===== src/rtl/push_debouncer.sv =====
// Push-button synchroniser and debouncer: press/release accepted DEBOUNCE_CYCLES+2 edges after first sampling, no backpressure.
// Optional auto-repeat of push_pulse while held is enabled by defining PUSH_REPEAT_EN.
module push_debouncer #(
    parameter int DEBOUNCE_CYCLES = 16,
    parameter int CNT_W           = 16,
    parameter int REPEAT_DELAY    = 64,
    parameter int REPEAT_PERIOD   = 16
) (
    input  logic clk,
    input  logic rst_n,
    input  logic push,
    output logic push_clean,
    output logic push_pulse,
    output logic busy
);

    typedef enum logic [1:0] {
        IDLE         = 2'd0,
        PRESS_WAIT   = 2'd1,
        PRESSED      = 2'd2,
        RELEASE_WAIT = 2'd3
    } state_t;

    localparam logic [CNT_W-1:0] DB_TGT  = CNT_W'(DEBOUNCE_CYCLES);
    localparam logic [CNT_W-1:0] CNT_ONE = CNT_W'(1);

    if (DEBOUNCE_CYCLES < 1 || DEBOUNCE_CYCLES > (2**CNT_W) - 1 ||
        REPEAT_DELAY < 1 || REPEAT_PERIOD < 1) begin : g_bad_param
        $error("push_debouncer: parameter out of range");
    end

    logic             sync1_q, sync2_q;
    state_t           state_q, state_d;
    logic [CNT_W-1:0] cnt_q, cnt_d;
    logic             clean_q, clean_d;
    logic             pulse_q, pulse_d;
    logic             busy_q, busy_d;
    logic             press_accept;
    logic             rep_fire;

    always_ff @(posedge clk or negedge rst_n) begin
        if (!rst_n) begin
            sync1_q <= 1'b0;
            sync2_q <= 1'b0;
        end else begin
            sync1_q <= push;
            sync2_q <= sync1_q;
        end
    end

    always_ff @(posedge clk or negedge rst_n) begin
        if (!rst_n) begin
            state_q <= IDLE;
            cnt_q   <= '0;
            clean_q <= 1'b0;
            pulse_q <= 1'b0;
            busy_q  <= 1'b0;
        end else begin
            state_q <= state_d;
            cnt_q   <= cnt_d;
            clean_q <= clean_d;
            pulse_q <= pulse_d;
            busy_q  <= busy_d;
        end
    end

    // The counter only advances below the target, so it saturates instead of wrapping.
    always_comb begin
        state_d      = state_q;
        cnt_d        = cnt_q;
        clean_d      = clean_q;
        press_accept = 1'b0;
        case (state_q)
            IDLE: begin
                if (sync2_q) begin
                    state_d = PRESS_WAIT;
                    cnt_d   = CNT_ONE;
                end
            end
            PRESS_WAIT: begin
                if (!sync2_q) begin
                    state_d = IDLE;
                    cnt_d   = '0;
                end else if (cnt_q >= DB_TGT) begin
                    state_d      = PRESSED;
                    cnt_d        = '0;
                    clean_d      = 1'b1;
                    press_accept = 1'b1;
                end else begin
                    cnt_d = cnt_q + CNT_ONE;
                end
            end
            PRESSED: begin
                if (!sync2_q) begin
                    state_d = RELEASE_WAIT;
                    cnt_d   = CNT_ONE;
                end
            end
            RELEASE_WAIT: begin
                if (sync2_q) begin
                    state_d = PRESSED;
                    cnt_d   = '0;
                end else if (cnt_q >= DB_TGT) begin
                    state_d = IDLE;
                    cnt_d   = '0;
                    clean_d = 1'b0;
                end else begin
                    cnt_d = cnt_q + CNT_ONE;
                end
            end
            default: begin
                state_d = IDLE;
                cnt_d   = '0;
            end
        endcase
        busy_d  = (state_d == PRESS_WAIT) || (state_d == RELEASE_WAIT);
        pulse_d = press_accept || (rep_fire && !pulse_q);
    end

`ifdef PUSH_REPEAT_EN
    localparam logic [CNT_W-1:0] REP_DLY = CNT_W'(REPEAT_DELAY);
    localparam logic [CNT_W-1:0] REP_PER = CNT_W'(REPEAT_PERIOD);

    logic [CNT_W-1:0] rep_cnt_q, rep_cnt_d, rep_inc;
    logic             rep_first_q, rep_first_d;

    always_ff @(posedge clk or negedge rst_n) begin
        if (!rst_n) begin
            rep_cnt_q   <= '0;
            rep_first_q <= 1'b1;
        end else begin
            rep_cnt_q   <= rep_cnt_d;
            rep_first_q <= rep_first_d;
        end
    end

    // Only counts while PRESSED is held across the edge; any entry into PRESSED restarts the delay.
    always_comb begin
        rep_cnt_d   = '0;
        rep_first_d = 1'b1;
        rep_fire    = 1'b0;
        rep_inc     = rep_cnt_q + CNT_ONE;
        if (state_q == PRESSED && state_d == PRESSED) begin
            rep_first_d = rep_first_q;
            if (rep_inc == (rep_first_q ? REP_DLY : REP_PER)) begin
                rep_fire    = 1'b1;
                rep_first_d = 1'b0;
            end else if (rep_cnt_q != '1) begin
                rep_cnt_d = rep_inc;
            end else begin
                rep_cnt_d = rep_cnt_q;
            end
        end
    end
`else
    assign rep_fire = 1'b0;
`endif

    assign push_clean = clean_q;
    assign push_pulse = pulse_q;
    assign busy       = busy_q;

endmodule


===== config.mk =====
export PLATFORM = sky130hd
export DESIGN_NAME = push_debouncer
export DESIGN_NICKNAME = d
export VERILOG_FILES = /design/src/rtl/push_debouncer.sv
export SDC_FILE = /design/constraint.sdc
export NUM_CORES = 1
export LEC_CHECK = 0
export CORE_AREA = 2 2 46 48
export DETAILED_ROUTE_END_ITERATION = 6
export DIE_AREA = 0 0 48 50
export PLACE_DENSITY = 0.64
export SLEW_MARGIN = 5
export SYNTH_ARGS = -nofsm -noshare
export SYNTH_HDL_FRONTEND = slang
export SYNTH_SLANG_ARGS = --single-unit

===== constraint.sdc =====
create_clock -name clk -period 2.17 [get_ports clk]
set_clock_uncertainty 0.2 [all_clocks]
set_input_delay 0.217 -clock clk [delete_from_list [all_inputs] [get_ports clk]]
set_output_delay 0.217 -clock clk [all_outputs]
set_load 0.05 [all_outputs]

==> metrics.txt <==
Setup WS pre-CTS=about 0.33 ns; worst hold margin=between 0.04 and 0.05 ns; Post-Place Cells=between 100 and 150; Fin Setup TNS=0 ns; GPL Wtd Cong=0.6887; max incr delay on CP=0.81 ns; Req. time, crit path=~1.8 ns; final setup violation count=0; FILL cells=172; CP bufs+invs=1; CTS tree=done; utilization after layout=52.70%; Tmin final=1.901 ns; placed cell areas=975.9 µm²; vias in the first global route=around 480; worst-path fanout max=3; Main synth FF type=dfrtp_1; Synth Cell Area=884.6 µm²; syn_nets=74; Clock Latency Late Sink=0.30 ns; largest net degree at the start of global routing=24; CTS H-tree lvls=1; worst path cell trace=clkdlybuf4s50_1; dominant cell type by area after synthesis=dfrtp_1; # diodes=0; 1st-iter DRT viols=6; sequential fraction of the synthesis area=65.06%; status=finished, final reports clean; share of synthesized area spent on multiplexers=under 10%; final std cells w/o fill=106; CP endpoint=push_clean; Rows=16; Pins Over Slew Limit=0; GRT overflow=0; period utilization=87.60%; post-CTS sizing=0; initial core utilization=between 40% and 50%; slew margin rel.=60.93%; Critical Path Sink Type=primary output; Fmax=0.5261 GHz; post-synthesis compound-gate area fraction=8.487%; startpoint types=flop; Final nets=85; die area=0.002400 mm²; Top-Level Pins=6; Synth Area in Adders=under 10%; Via Count=511; Crit path arrival time=1.48 ns; Post-Route WL=1320 µm; CTS root buf=clkbuf_4; Worst path depth=1; RSZ-0062 raised after global routing=false; Leakage=0.4822 nW; post-CTS setup-driven buffer insertion count=0; Register-to-Register Path Depth=4; number of port buffers=5; hold-fix buffers at CTS=0; simple-gate share of the synthesized area=18.25%; initial antenna violation count=0; Antenna Violating Nets Remaining=0; PD cells=714.0 mW/mm²; register area=575.6 µm²; via-per-instance ratio=4.821; FFs w/ async S/R, synth=100.0%; Reg clk slew, reported paths=0.12 ns; Crit Reg-Reg Startpoint=sync2_q; Worst-Margin Slew=0.5839 ns; share of cells above drive strength 1=15.19%; final design area excluding fillers=0.001002 mm²; Synth Instances=69; Post-synth EDFFs=0; core footprint=0.001902 mm²; Yosys top cell area share=65.06%; largest family of logic cells by synthesized area=simple AND/OR/NAND/NOR gates; first-pass GRT wire length=2228 µm; Synth Warn #=0; Reg2Reg Setup Slack=between 0.3 and 0.4 ns; Power Total=0.7155 mW; Die X=48 µm; critical setup path kind=reg -> out; Clock Sinks=23; synth unique cells=23; Max clock buf depth=2; #FFs+latches synth=23; CTS buffer count=3; Top delay family on crit path=buffers and inverters; Detailed Routing Iterations Pass 1=4; Die Ht=50 µm; Worst VDD drop=0.0004213 V; fin worst setup slack=0.2691 ns; reg2reg end=cnt_q[6]; top post-synthesis cells by area=dfrtp_1, and2_1, and2_2; Final Hold Vio Count=0; top cells by count, synth=dfrtp_1, and2_1, and2_2, inv_1; HPWL Detailed=907.5 µm; Max stage delay cell, worst path=clkdlybuf4s50_1; residual DRC count=0; Syn-to-layout area delta=13.30%; Worst Setup SP=push_clean; total track usage=13.43%; HP Class=in -> async; Mapped Avg Cell Area=12.82 µm²; count leader, synth=dfrtp_1; Routed wire per std cell=12.45 µm; XOR/XNOR share of the synthesized area=1.980%; area of the multi-input gates=290.3 µm²; Max Cap Viol=0
==> metal layers <==
layer / part of all wire, % / track usage (%)
met2: 43 / 17.11
met4: 0.98 / 6.757
met1: 53 / 20.71
met5: 0 / 0
met3: 2.0 / 3.297
==> worst register-to-register path: cells and delay by family, from the launching register on <==
kind            cells  cell delay, ns
xor+xnor            1            0.22
flops               1            0.44
simple gates        2            0.68
compound gates      1            0.27
==> kinds of logic (layout without fill, tap and decap cells) <==
group / count (synthesis) / count (layout)
AND/OR/NAND/NOR: 26 / 26
flip-flops: 23 / 23
AO/OA/AOI/OAI: 10 / 10
buffers and inverters: 5 / 15
adder cells (fa/ha/maj): 2 / 2
XOR/XNOR: 2 / 2
multiplexers: 1 / 1
==> cell usage in the layout, fill, tap and decap left out, types with 2 or more instances in the layout <==
| cell type | synthesis | routed |
|---|---|---|
| ha_1 | 2 | 2 |
| nor2_1 | 2 | 2 |
| clkdlybuf4s50_1 | 0 | 5 |
| clkbuf_4 | 0 | 3 |
| and2_2 | 5 | 5 |
| a22o_1 | 2 | 2 |
| dfrtp_1 | 23 | 23 |
| nand2_1 | 2 | 2 |
| o21ai_0 | 3 | 3 |
| nor4_1 | 3 | 3 |
| nand3_1 | 2 | 2 |
| inv_1 | 5 | 5 |
| and2_1 | 8 | 8 |
==> worst min-delay path by stage <==
stage | from | to | slack, ns | cells past startpoint
2_1_floorplan | rst_n | busy | -0.28 | 0
3_3_place_gp | sync1_q | sync2_q | 0.15 | 0
3_5_place_dp | sync1_q | sync2_q | 0.14 | 0
4_1_cts | rst_n | cnt_q[12] | 0.05 | 2
5_1_grt | rst_n | cnt_q[12] | 0.08 | 2
6_report | rst_n | cnt_q[12] | 0.05 | 2
==> flip-flops by register name, indices dropped and copies added (netlist names) <==
signal and cells:
cnt_q 16, state_q 2, busy 1, push_clean 1, push_pulse 1, sync1_q 1, sync2_q 1
==> layout make-up <==
class                      count  share of cell area, %
multi-input combinational     41                  28.96
tap                           27                  3.371
sequential                    23                  57.43
timing repair buffer           6                  5.743
inverter                       5                  1.873
clock buffer                   4                  2.622
==> where the power goes <==
group          leakage, nW  internal, mW  switching [mW]  total [mW]
combinational        0.164        0.0278          0.0312      0.0590
sequential           0.303         0.447          0.0185       0.466
clock               0.0150        0.0716           0.119       0.191
Power figures use the tool's default switching activity.
==> RTL change (same flow settings) <==
`CNT_W`: 16 -> 15.
--- a/src/rtl/push_debouncer.sv
+++ b/src/rtl/push_debouncer.sv
@@ -4,3 +4,3 @@
     parameter int DEBOUNCE_CYCLES = 16,
-    parameter int CNT_W           = 16,
+    parameter int CNT_W           = 15,
     parameter int REPEAT_DELAY    = 64,
Check against the original RTL: same outputs for any inputs over 10 cycles, from zero or initial values and one cycle with rst_n low; that may be too few to reach the edited logic, so the function may still have changed.
==> RTL change against the unedited design <==
  * Area after synthesis grew 2.8%
  * Sequential cell count decreased by 1
  * Worst hold slack lost 0.017 ns
  * Setup slack improved by 0.0053 ns
  * Total power rose by 2.3%
  * Routed wire length rose by 2.0%
  * Largest power group unchanged
  * Sequential share of layout area shrank 4.5 points
  * Critical endpoint unchanged
  * Non-clock buffer count grew 1
  * Design area is 3.9% higher
==> RTL change: results (changes against the unedited design) <==
Sw Share=0.235 (-0.000687); CTS Buf Count=3 (unchanged); clk root buf=clkbuf_4; number of H-tree levels=1 (unchanged); top achievable clock speed=0.528 GHz (+0.28%); largest net degree at the start of global routing=23 (-4.2%); biggest regs=cnt_q x15, state_q x2; worst hold slack=0.0292 ns (-0.0165 ns); Overall Global Routing Usage=0.144 (+0.0101); vias in the first global route=513 (+7.1%); WL final=1.35 mm (+2.0%); share of cells above drive strength 1=0.165 (+0.0127); status=finished, final reports clean; Seq/Total Area, Yosys=0.605 (-0.0454); gp weighted congestion=0.730 (+6.0%); async set-reset flop share out of synthesis=1.00 (unchanged); Place WS=0.404 ns (+0.0699 ns); Post-synth top cells=22 x dfrtp_1, 13 x and2_1, 4 x inv_1; Worst R2R Setup Slack=0.41 ns (+0.10 ns); first-pass GRT wire length=2.40 mm (+7.8%); Lkg Pwr=0.497 nW (+3.1%); fill cell count=166 (-3.5%); CP max FO=2 (-1); worst flop-to-flop path startpoint=cnt_q[9]; register bit total from synthesis=22 (-4.3%); routed vias=514 (+0.59%); initial antenna violation count=0 (unchanged); Yosys cell types=26 (+13%); HPWL after detailed placement=1.00 mm (+10%); final hold vios=0 (unchanged); Skew-Pair Late Insertion Delay=roughly 0.31 ns; CP startpoint kind=flop; dominant cells by area after synthesis=dfrtp_1 61%, and2_1 8.9%, nor4_4 4.7%, ha_1 2.8%, a22o_1 1.9%; VDD IR max=0.394 mV (-6.5%); relative slew slack=0.666 (+0.0566); CP delay by family, top=buffers and inverters; drt initial violations=5 (-1)
==> RTL change: cell type report <==
type,instances,share of cell area
inverter,4,0.0144
clock buffer,4,0.0349
timing repair buffer,7,0.0625
sequential,22,0.529
tap,27,0.0325
multi-input combinational,42,0.327
==> RTL change: path summary, 6_finish.rpt <==
path	to	cells past startpoint
worst max-delay path	push_clean	1
worst min-delay path	cnt_q[4]	2
worst max register to register	state_q[1]	4
worst min register to register	sync2_q	0
max in group asynchronous	state_q[1]	2
min in group clk	sync1_q	1
==> RTL change: layer usage <==
metal,up-vias,part of all wire,wire length (microns),global-route usage
li1,257,-,-,-
met5,-,0,0,0
met4,0,0.011,15,0.0676
met2,8,0.47,629,0.202
met3,2,0.031,42,0.0330
met1,247,0.49,659,0.208
==> RTL change: power by group through the flow <==
stage	sequential [mW]	clock, mW	combinational [mW]
floorplan	0.454	0	0.0361
global placement	0.456	0	0.0597
detailed placement	0.457	0	0.0615
CTS	0.448	0.232	0.0621
global route	0.452	0.252	0.0693
finish	0.448	0.224	0.0603
==> RTL change: cells by family (layout without fill, tap and decap cells) <==
logic type	Yosys count	count (layout)	share of synthesized area
buffers and inverters	5	15	0.0206
AO/OA/AOI/OAI	8	8	0.0674
AND/OR/NAND/NOR	30	30	0.249
multiplexers	1	1	0.0124
XOR/XNOR	1	1	0.0179
flip-flops	22	22	0.605
adder cells (fa/ha/maj)	2	2	0.0275
==> RTL change: through the flow <==
step | cells | power (mW) | area (sq um) | utilization
2_1_floorplan | 69 | 0.490 | 910 | -
3_3_place_gp | 102 | 0.516 | 1000 | 0.528
3_5_place_dp | 102 | 0.518 | 1000 | 0.528
4_1_cts | 106 | 0.742 | 1040 | 0.547
5_1_grt | 106 | 0.774 | 1040 | 0.547
6_report | 106 | 0.732 | 1040 | 0.547
